File: src/rtl/memory_stage.sv
// Memory pipeline stage: passes ALU results through, and runs loads/stores over a
// ready/valid data-memory port with lane alignment, store masking and load extension.
package rvga_pkg;
   localparam int RVGA_WORD_W = 32;
   typedef logic [RVGA_WORD_W-1:0] rvga_word;

   typedef struct packed {
      logic       v;
      logic       mem_rd;
      logic       mem_wr;
      logic [2:0] funct3;
      rvga_word   alu_result;
      rvga_word   rs2_data;
      logic [4:0] rd_addr;
      logic       rd_w_v;
   } rvga_execute_cword;

   typedef struct packed {
      logic       v;
      logic [4:0] rd_addr;
      logic       rd_w_v;
      rvga_word   rd_data;
      logic       misaligned;
   } rvga_memory_cword;
endpackage

module memory_stage
   import rvga_pkg::*;
(
   input  logic              clk_i,
   input  logic              rst_i,
   input  logic              stall_v_i,
   input  rvga_execute_cword cword_i,
   output rvga_memory_cword  cword_o,
   output logic              stall_v_o,
   output logic              dmem_req_v_o,
   output logic              dmem_req_we_o,
   output logic [31:0]       dmem_req_addr_o,
   output logic [31:0]       dmem_req_wdata_o,
   output logic [3:0]        dmem_req_wmask_o,
   input  logic              dmem_req_ready_i,
   input  logic              dmem_resp_v_i,
   input  logic [31:0]       dmem_resp_rdata_i
);
   localparam logic [1:0] ST_IDLE = 2'd0;
   localparam logic [1:0] ST_REQ  = 2'd1;
   localparam logic [1:0] ST_RESP = 2'd2;
   localparam logic [1:0] ST_DONE = 2'd3;

   logic [1:0]       r_state;
   rvga_memory_cword r_cword;
   rvga_memory_cword r_hold;
   logic [31:0]      r_addr;
   logic [31:0]      r_wdata;
   logic [3:0]       r_wmask;
   logic             r_we;
   logic [2:0]       r_funct3;
   logic [1:0]       r_off;

   logic             w_mem_op;
   logic             w_is_store;
   logic             w_misaligned;
   logic [1:0]       w_off;
   logic [31:0]      w_wdata;
   logic [3:0]       w_wmask;
   logic [7:0]       w_byte;
   logic [15:0]      w_half;
   logic [31:0]      w_load_data;

   // Both mem_rd and mem_wr set is handled as a load.
   always_comb begin
      w_off        = cword_i.alu_result[1:0];
      w_mem_op     = cword_i.mem_rd | cword_i.mem_wr;
      w_is_store   = cword_i.mem_wr & ~cword_i.mem_rd;
      w_misaligned = 1'b0;
      w_wdata      = cword_i.rs2_data;
      w_wmask      = 4'b1111;
      case (cword_i.funct3[1:0])
         2'b00: begin
            w_wdata = {4{cword_i.rs2_data[7:0]}};
            w_wmask = 4'b0001 << w_off;
         end
         2'b01: begin
            w_misaligned = w_off[0];
            w_wdata      = {2{cword_i.rs2_data[15:0]}};
            w_wmask      = 4'b0011 << {w_off[1], 1'b0};
         end
         default: begin
            w_misaligned = |w_off;
         end
      endcase
      if (!w_is_store) begin
         w_wmask = 4'b0000;
      end
   end

   always_comb begin
      case (r_off)
         2'd0:    w_byte = dmem_resp_rdata_i[7:0];
         2'd1:    w_byte = dmem_resp_rdata_i[15:8];
         2'd2:    w_byte = dmem_resp_rdata_i[23:16];
         default: w_byte = dmem_resp_rdata_i[31:24];
      endcase
      w_half = r_off[1] ? dmem_resp_rdata_i[31:16] : dmem_resp_rdata_i[15:0];
      case (r_funct3)
         3'b000:  w_load_data = {{24{w_byte[7]}}, w_byte};
         3'b100:  w_load_data = {24'd0, w_byte};
         3'b001:  w_load_data = {{16{w_half[15]}}, w_half};
         3'b101:  w_load_data = {16'd0, w_half};
         default: w_load_data = dmem_resp_rdata_i;
      endcase
   end

   always_ff @(posedge clk_i) begin
      if (rst_i) begin
         r_state  <= ST_IDLE;
         r_cword  <= '0;
         r_hold   <= '0;
         r_addr   <= '0;
         r_wdata  <= '0;
         r_wmask  <= '0;
         r_we     <= 1'b0;
         r_funct3 <= '0;
         r_off    <= '0;
      end else begin
         case (r_state)
            ST_IDLE: begin
               if (!stall_v_i) begin
                  if (!cword_i.v) begin
                     r_cword.v <= 1'b0;
                  end else if (!w_mem_op) begin
                     r_cword <= '{v: 1'b1, rd_addr: cword_i.rd_addr, rd_w_v: cword_i.rd_w_v,
                                  rd_data: cword_i.alu_result, misaligned: 1'b0};
                  end else if (w_misaligned) begin
                     r_cword <= '{v: 1'b1, rd_addr: cword_i.rd_addr, rd_w_v: 1'b0,
                                  rd_data: 32'd0, misaligned: 1'b1};
                  end else begin
                     r_hold   <= '{v: 1'b1, rd_addr: cword_i.rd_addr,
                                   rd_w_v: cword_i.rd_w_v & ~w_is_store,
                                   rd_data: 32'd0, misaligned: 1'b0};
                     r_addr   <= {cword_i.alu_result[31:2], 2'b00};
                     r_wdata  <= w_wdata;
                     r_wmask  <= w_wmask;
                     r_we     <= w_is_store;
                     r_funct3 <= cword_i.funct3;
                     r_off    <= w_off;
                     r_cword.v <= 1'b0;
                     r_state  <= ST_REQ;
                  end
               end
            end
            ST_REQ: begin
               if (dmem_req_ready_i) begin
                  r_state <= r_we ? ST_DONE : ST_RESP;
               end
            end
            ST_RESP: begin
               if (dmem_resp_v_i) begin
                  r_hold.rd_data <= w_load_data;
                  r_state        <= ST_DONE;
               end
            end
            default: begin
               if (!stall_v_i) begin
                  r_cword <= r_hold;
                  r_state <= ST_IDLE;
               end
            end
         endcase
      end
   end

   assign cword_o          = r_cword;
   assign stall_v_o        = stall_v_i | (r_state != ST_IDLE);
   assign dmem_req_v_o     = (r_state == ST_REQ);
   assign dmem_req_we_o    = r_we;
   assign dmem_req_addr_o  = r_addr;
   assign dmem_req_wdata_o = r_wdata;
   assign dmem_req_wmask_o = (r_state == ST_REQ) ? r_wmask : 4'b0000;
endmodule

File: config.mk
export PLATFORM = sky130hd
export DESIGN_NAME = memory_stage
export DESIGN_NICKNAME = d
export VERILOG_FILES = /design/src/rtl/memory_stage.sv
export SDC_FILE = /design/constraint.sdc
export NUM_CORES = 1
export LEC_CHECK = 0
export CORE_AREA = 2 2 123 125
export CTS_BUF_LIST = sky130_fd_sc_hd__clkbuf_2 sky130_fd_sc_hd__clkbuf_4 sky130_fd_sc_hd__clkbuf_8
export DETAILED_ROUTE_END_ITERATION = 12
export DIE_AREA = 0 0 125 127
export GPL_ROUTABILITY_DRIVEN = 0
export PLACE_DENSITY_LB_ADDON = 0.05
export SYNTH_ARGS = -nofsm -noshare
export SYNTH_HDL_FRONTEND = slang
export SYNTH_SLANG_ARGS = --single-unit
File: constraint.sdc
create_clock -name clk_i -period 2.5 [get_ports clk_i]
set_input_delay 0.625 -clock clk_i [delete_from_list [all_inputs] [get_ports clk_i]]
set_output_delay 0.625 -clock clk_i [all_outputs]
set_load 0.05 [all_outputs]
* Word-level counts from Yosys, hierarchy flattened *
Index checks and enable logic that the tools add are counted.

word-level totals
  flip-flop bits (word level) = 153
  bits of input ports = 113
  output and inout bits = 111

cells by class
  equality and inequality tests = 16
  shifts and indexed selects = 2
  multiplexer cells = 31
  bitwise operators = 9
  reduce and logical (&&, ||, !) cells = 13

operator list
  cell                                           count
  2-to-1 mux 33 bit                              4
  one-hot mux 32 bit (2 select lines)            2
  one-hot mux 32 bit (4 select lines)            1
  2-to-1 mux 40 bit                              3
  one-hot mux 40 bit (2 select lines)            1
  2-to-1 mux 39 bit                              2
  2-to-1 mux 32 bit                              1
  one-hot mux 8 bit (3 select lines)             1
  2-to-1 mux 16 bit                              1
  2-to-1 mux 2 bit                               7
  inequality test 2 bit, second input constant   5
  2-to-1 mux 4 bit                               2
  one-hot mux 4 bit (2 select lines)             1
  AND reduction 7 bit                            1
  == test 2 x 1 -> 1 bit, second input constant  3
  == test 3 bit, second input constant           2
  logical NOT 2 bit                              3
  one-hot mux 2 bit (3 select lines)             1
  AND reduction 6 bit                            1
  inverter 1 bit                                 5
  AND reduction 5 bit                            1
  == test 2 bit, second input constant           2
  AND reduction 4 bit                            1
  nonzero test 2 bit                             2
  other kinds (13)                               18

* Longest topological paths before layout *
  depth in word-level cells = 7
  mapped depth = 9
  gate-level depth less buffers = 7

* Worst setup path before layout *
No wires, ideal clock.

  kind = reg2out
  start point = register r_state[1]
  end point = output dmem_req_wmask_o[0]
  arrival time = 1443 ps
  data required time = 1875 ps
  path slack = 432 ps
  cell stages (with the launch flop) = 4
  cells stage by stage = dfxtp_1 > inv_1 > ha_1 > and2_1

between the ends
  word-level cells in the longest chain between the ends = 2

ends and longest elaborated chain
  what                    line  RTL
  from (decl)             50    logic [1:0] r_state;
  from (signal assigned)  154   r_state <= r_we ? ST_DONE : ST_RESP;
  == test 2 x 1 -> 1 bit  --
  named net dmem_req_v_o  36    output logic dmem_req_v_o,
  2-to-1 mux 4 bit        179   assign dmem_req_wmask_o = (r_state == ST_REQ) ? r_wmask : 4'b0000;
  to (decl)               40    output logic [3:0] dmem_req_wmask_o,

The timed path passes the listed nets, and every way through them passes these cells.

* Worst setup path after layout *
  start point = register r_state[0]
  end point = output stall_v_o

between the ends
  word-level cells in the longest chain between the ends = 2

ends and longest elaborated chain
  what                line  RTL
  nonzero test 2 bit  174   assign stall_v_o = stall_v_i | (r_state != ST_IDLE);
  bitwise OR 1 bit    174
  to (decl)           35    output logic stall_v_o,

No other way between the ends.

==> qor.csv <==
metric,value,unit
final-hold-violation-count,0,
synth_cell_count_leaders,"sky130_fd_sc_hd__nand2_1, sky130_fd_sc_hd__dfxtp_1, sky130_fd_sc_hd__a21oi_1",
skew,0.00781,ns
total_leakage_power,3.61,nW
postCtsSetupBuffers,0,
clock_tree.root_cell,sky130_fd_sc_hd__clkbuf_8,
synthesis_warning_total,0,
worst-setup-path-type,reg2out,
report.final.setup_viol,0,
grt_antenna_before_repair,0,
final_core_utilization,0.681,
yosys.area.top_type_share,0.447,
worstPathBufferInverterCount,4,
detailed_place_hpwl,14900,um
timing.critical_path.slowest_stage_cell,sky130_fd_sc_hd__dfxtp_1,
post-synth-top-area-cell,sky130_fd_sc_hd__dfxtp_1,
post_synth_edffs,0,
grt_pass1_vias,6627,
drv_slew,0,
cts_hold_buf,0,
mappedNetlistArea,6850,um^2
cts.reportedPaths.clkPinSlew,0.08,ns
finalCriticalPeriod,2.35,ns
run_status,finished clean,
worstPathArrival,1.72,ns
grt-ovfl-total,0,
fin_nets,1137,
layout_setup_ws,0.151,ns
post_cts_resize_count,0,
final.period_utilization,0.939,
drt-pass1-iter-count,5,
min_delay_worst_endpoint,dmem_req_addr_o[7],
timing.critical_path.cells,inv_1 -> ha_2 -> buf_4 -> nor2b_1 -> inv_1 -> buf_4,
yosys-top-cells-area,"sky130_fd_sc_hd__dfxtp_1, sky130_fd_sc_hd__nand2_1, sky130_fd_sc_hd__a21oi_1",
die_h,127,um
die-width,125,um
post-place-ws,-0.455,ns
rr_startpoint,r_funct3[0],
post_drt_wl_per_cell,17.0,um
vias_per_cell,5.57,
critPathMaxFanout,7,
p_per_area,660,nW/um^2
layout-drive-gt1-share,0.101,
tritoncts.num_buffers,17,
grt_max_degree,83,
max-slew-margin-rel,0.394,
worst_r2r_endpoint,r_hold[1],
rsz0062_at_grt,false,
cp-end-kind,output port,
buffer_ports.inserted,221,
remaining_drc_errors,0,
htreeDepth,4,
layout-area-overhead-vs-synth,43.4,%
worstPathRequired,1.88,ns
clock_latency,0.46,ns
synthDistinctLibCells,47,
antenna_cells,0,
synth_async_sr_flop_share,0,
timing.critical_path.depth,6,
synth_area_per_cell,8.47,um^2
gr-usage-all-layers,0.257,
cts_tree,yes,
clockBufferDepth,2,
vdd_drop_max,0.329,mV
timing.critical_path.from_type,flop,
cpPeakStageDelay,0.34,ns
critPathTopFamily,buffers and inverters,
max-cap-violations,0,
drtAntennaViolNets,0,
timing.fmax,426,MHz
min_delay_path_depth,2,
clock_sink_count,153,
route.vias.total,6775,
placement_rows,44,
die-area,15900,um^2
synth_flop_cell,sky130_fd_sc_hd__dfxtp_1,
post_synth_inst_count,809,
timing.hold.ws,0.456,ns
hold_start,dmem_req_addr_o[7],
worst_hold_path_type,reg2reg,
drt-total-wl,20600,um
ys_ff_latch,153,
grt_first_pass_wirelength,33200,um
yosysMostFrequentCell,sky130_fd_sc_hd__nand2_1,
fin_total_pwr,6.49,mW
initial_utilization,0.475,
core_area,14400,um^2
first_iter_violations,400,
worst-r2r-setup-slack,0.35,ns
synth-seq-area-share,0.447,
worstMarginPinSlew,0.909,ns
design.portCount,224,
worst-r2r-cell-count,5,
[metal layers]
layer,routed length [um],GRT usage
met5,0,0
met1,8530,0.303
met3,1580,0.0838
met4,350,0.0784
met2,10200,0.448
[layout by cell type (no fill, tap or decap), drive strengths merged, types with 2 or more instances in the layout]
| cell | n |
|---|---|
| or3 | 3 |
| a21oi | 76 |
| inv | 14 |
| nor2b | 4 |
| nor2 | 74 |
| o221ai | 6 |
| o211ai | 6 |
| and2 | 4 |
| a32o | 2 |
| dfxtp | 153 |
| clkdlybuf4s50 | 214 |
| a311oi | 9 |
| nand2 | 181 |
| conb | 2 |
| mux2i | 36 |
| o21ai | 19 |
| a211oi | 47 |
| clkbuf | 19 |
| ha | 4 |
| nand2b | 7 |
| bufinv | 7 |
| a22oi | 40 |
| nor3 | 5 |
| mux2 | 2 |
| buf | 49 |
| a22o | 36 |
[registers in the layout, indices dropped and copies added, names as in the netlist]
signal / count
cword_o: 40
r_hold: 39
dmem_req_wdata_o: 32
dmem_req_addr_o: 30
r_wmask: 4
r_funct3: 3
r_off: 2
r_state: 2
dmem_req_we_o: 1
[final cells by class]
type                            instances  area (um^2)
Multi-Input combinational cell        575         3400
Clock buffer                           19          255
Sequential cell                       153         3060
Tap cell                              184          230
Fill cell                            1153         4600
Clock inverter                         13          262
Timing Repair Buffer                  263         2570
Inverter                               10         37.5
[worst reg2reg max path: stages, from the launching register on]
cell                       delay, ns
sky130_fd_sc_hd__dfxtp_1        0.67
sky130_fd_sc_hd__nand2b_1       0.34
sky130_fd_sc_hd__buf_4          0.26
sky130_fd_sc_hd__mux2i_1        0.32
sky130_fd_sc_hd__o221ai_1       0.23
sky130_fd_sc_hd__a22o_1         0.23
[worst max-delay path by stage]
| stage | from | endpoint | slack, ns |
|---|---|---|---|
| 4_1_cts | cword_i[71] | r_hold[19] | 0.03 |
| 3_5_place_dp | cword_i[71] | r_hold[19] | -0.46 |
| 5_1_grt | r_state[0] | stall_v_o | 0.02 |
| 3_3_place_gp | cword_i[71] | r_hold[30] | -0.31 |
| 6_report | r_state[0] | stall_v_o | 0.15 |
| 2_1_floorplan | r_state[1] | dmem_req_wmask_o[0] | 0.43 |
[where the power goes]
group / leakage (nW) / total, mW / internal [mW] / switching [mW]
combinational: 2.11 / 1.46 / 0.570 / 0.892
clock: 0.255 / 2.41 / 1.44 / 0.971
sequential: 1.24 / 2.61 / 2.55 / 0.0641
total: 3.61 / 6.49 / 4.56 / 1.93
[stage by stage]
step,TNS [ns],cell area (um^2),std cells
6_report,0,9820,1217
5_1_grt,0,9820,1217
4_1_cts,0,9820,1217
3_5_place_dp,-14.68,9300,1185
3_3_place_gp,-9.54,9300,1185
2_1_floorplan,0,6850,810
[cells by family (layout without fill, tap and decap cells)]
logic type,Yosys count,count (layout),synth area share
muxes,39,39,0.0592
buffers and inverters,82,305,0.0606
AOI/OAI and AO/OA,250,250,0.261
adders and majority gates,4,4,0.00731
other,1,2,0.000548
and+or+nand+nor,280,280,0.164
DFF,153,153,0.447
No activity file was read; power rests on OpenSTA's default activity.
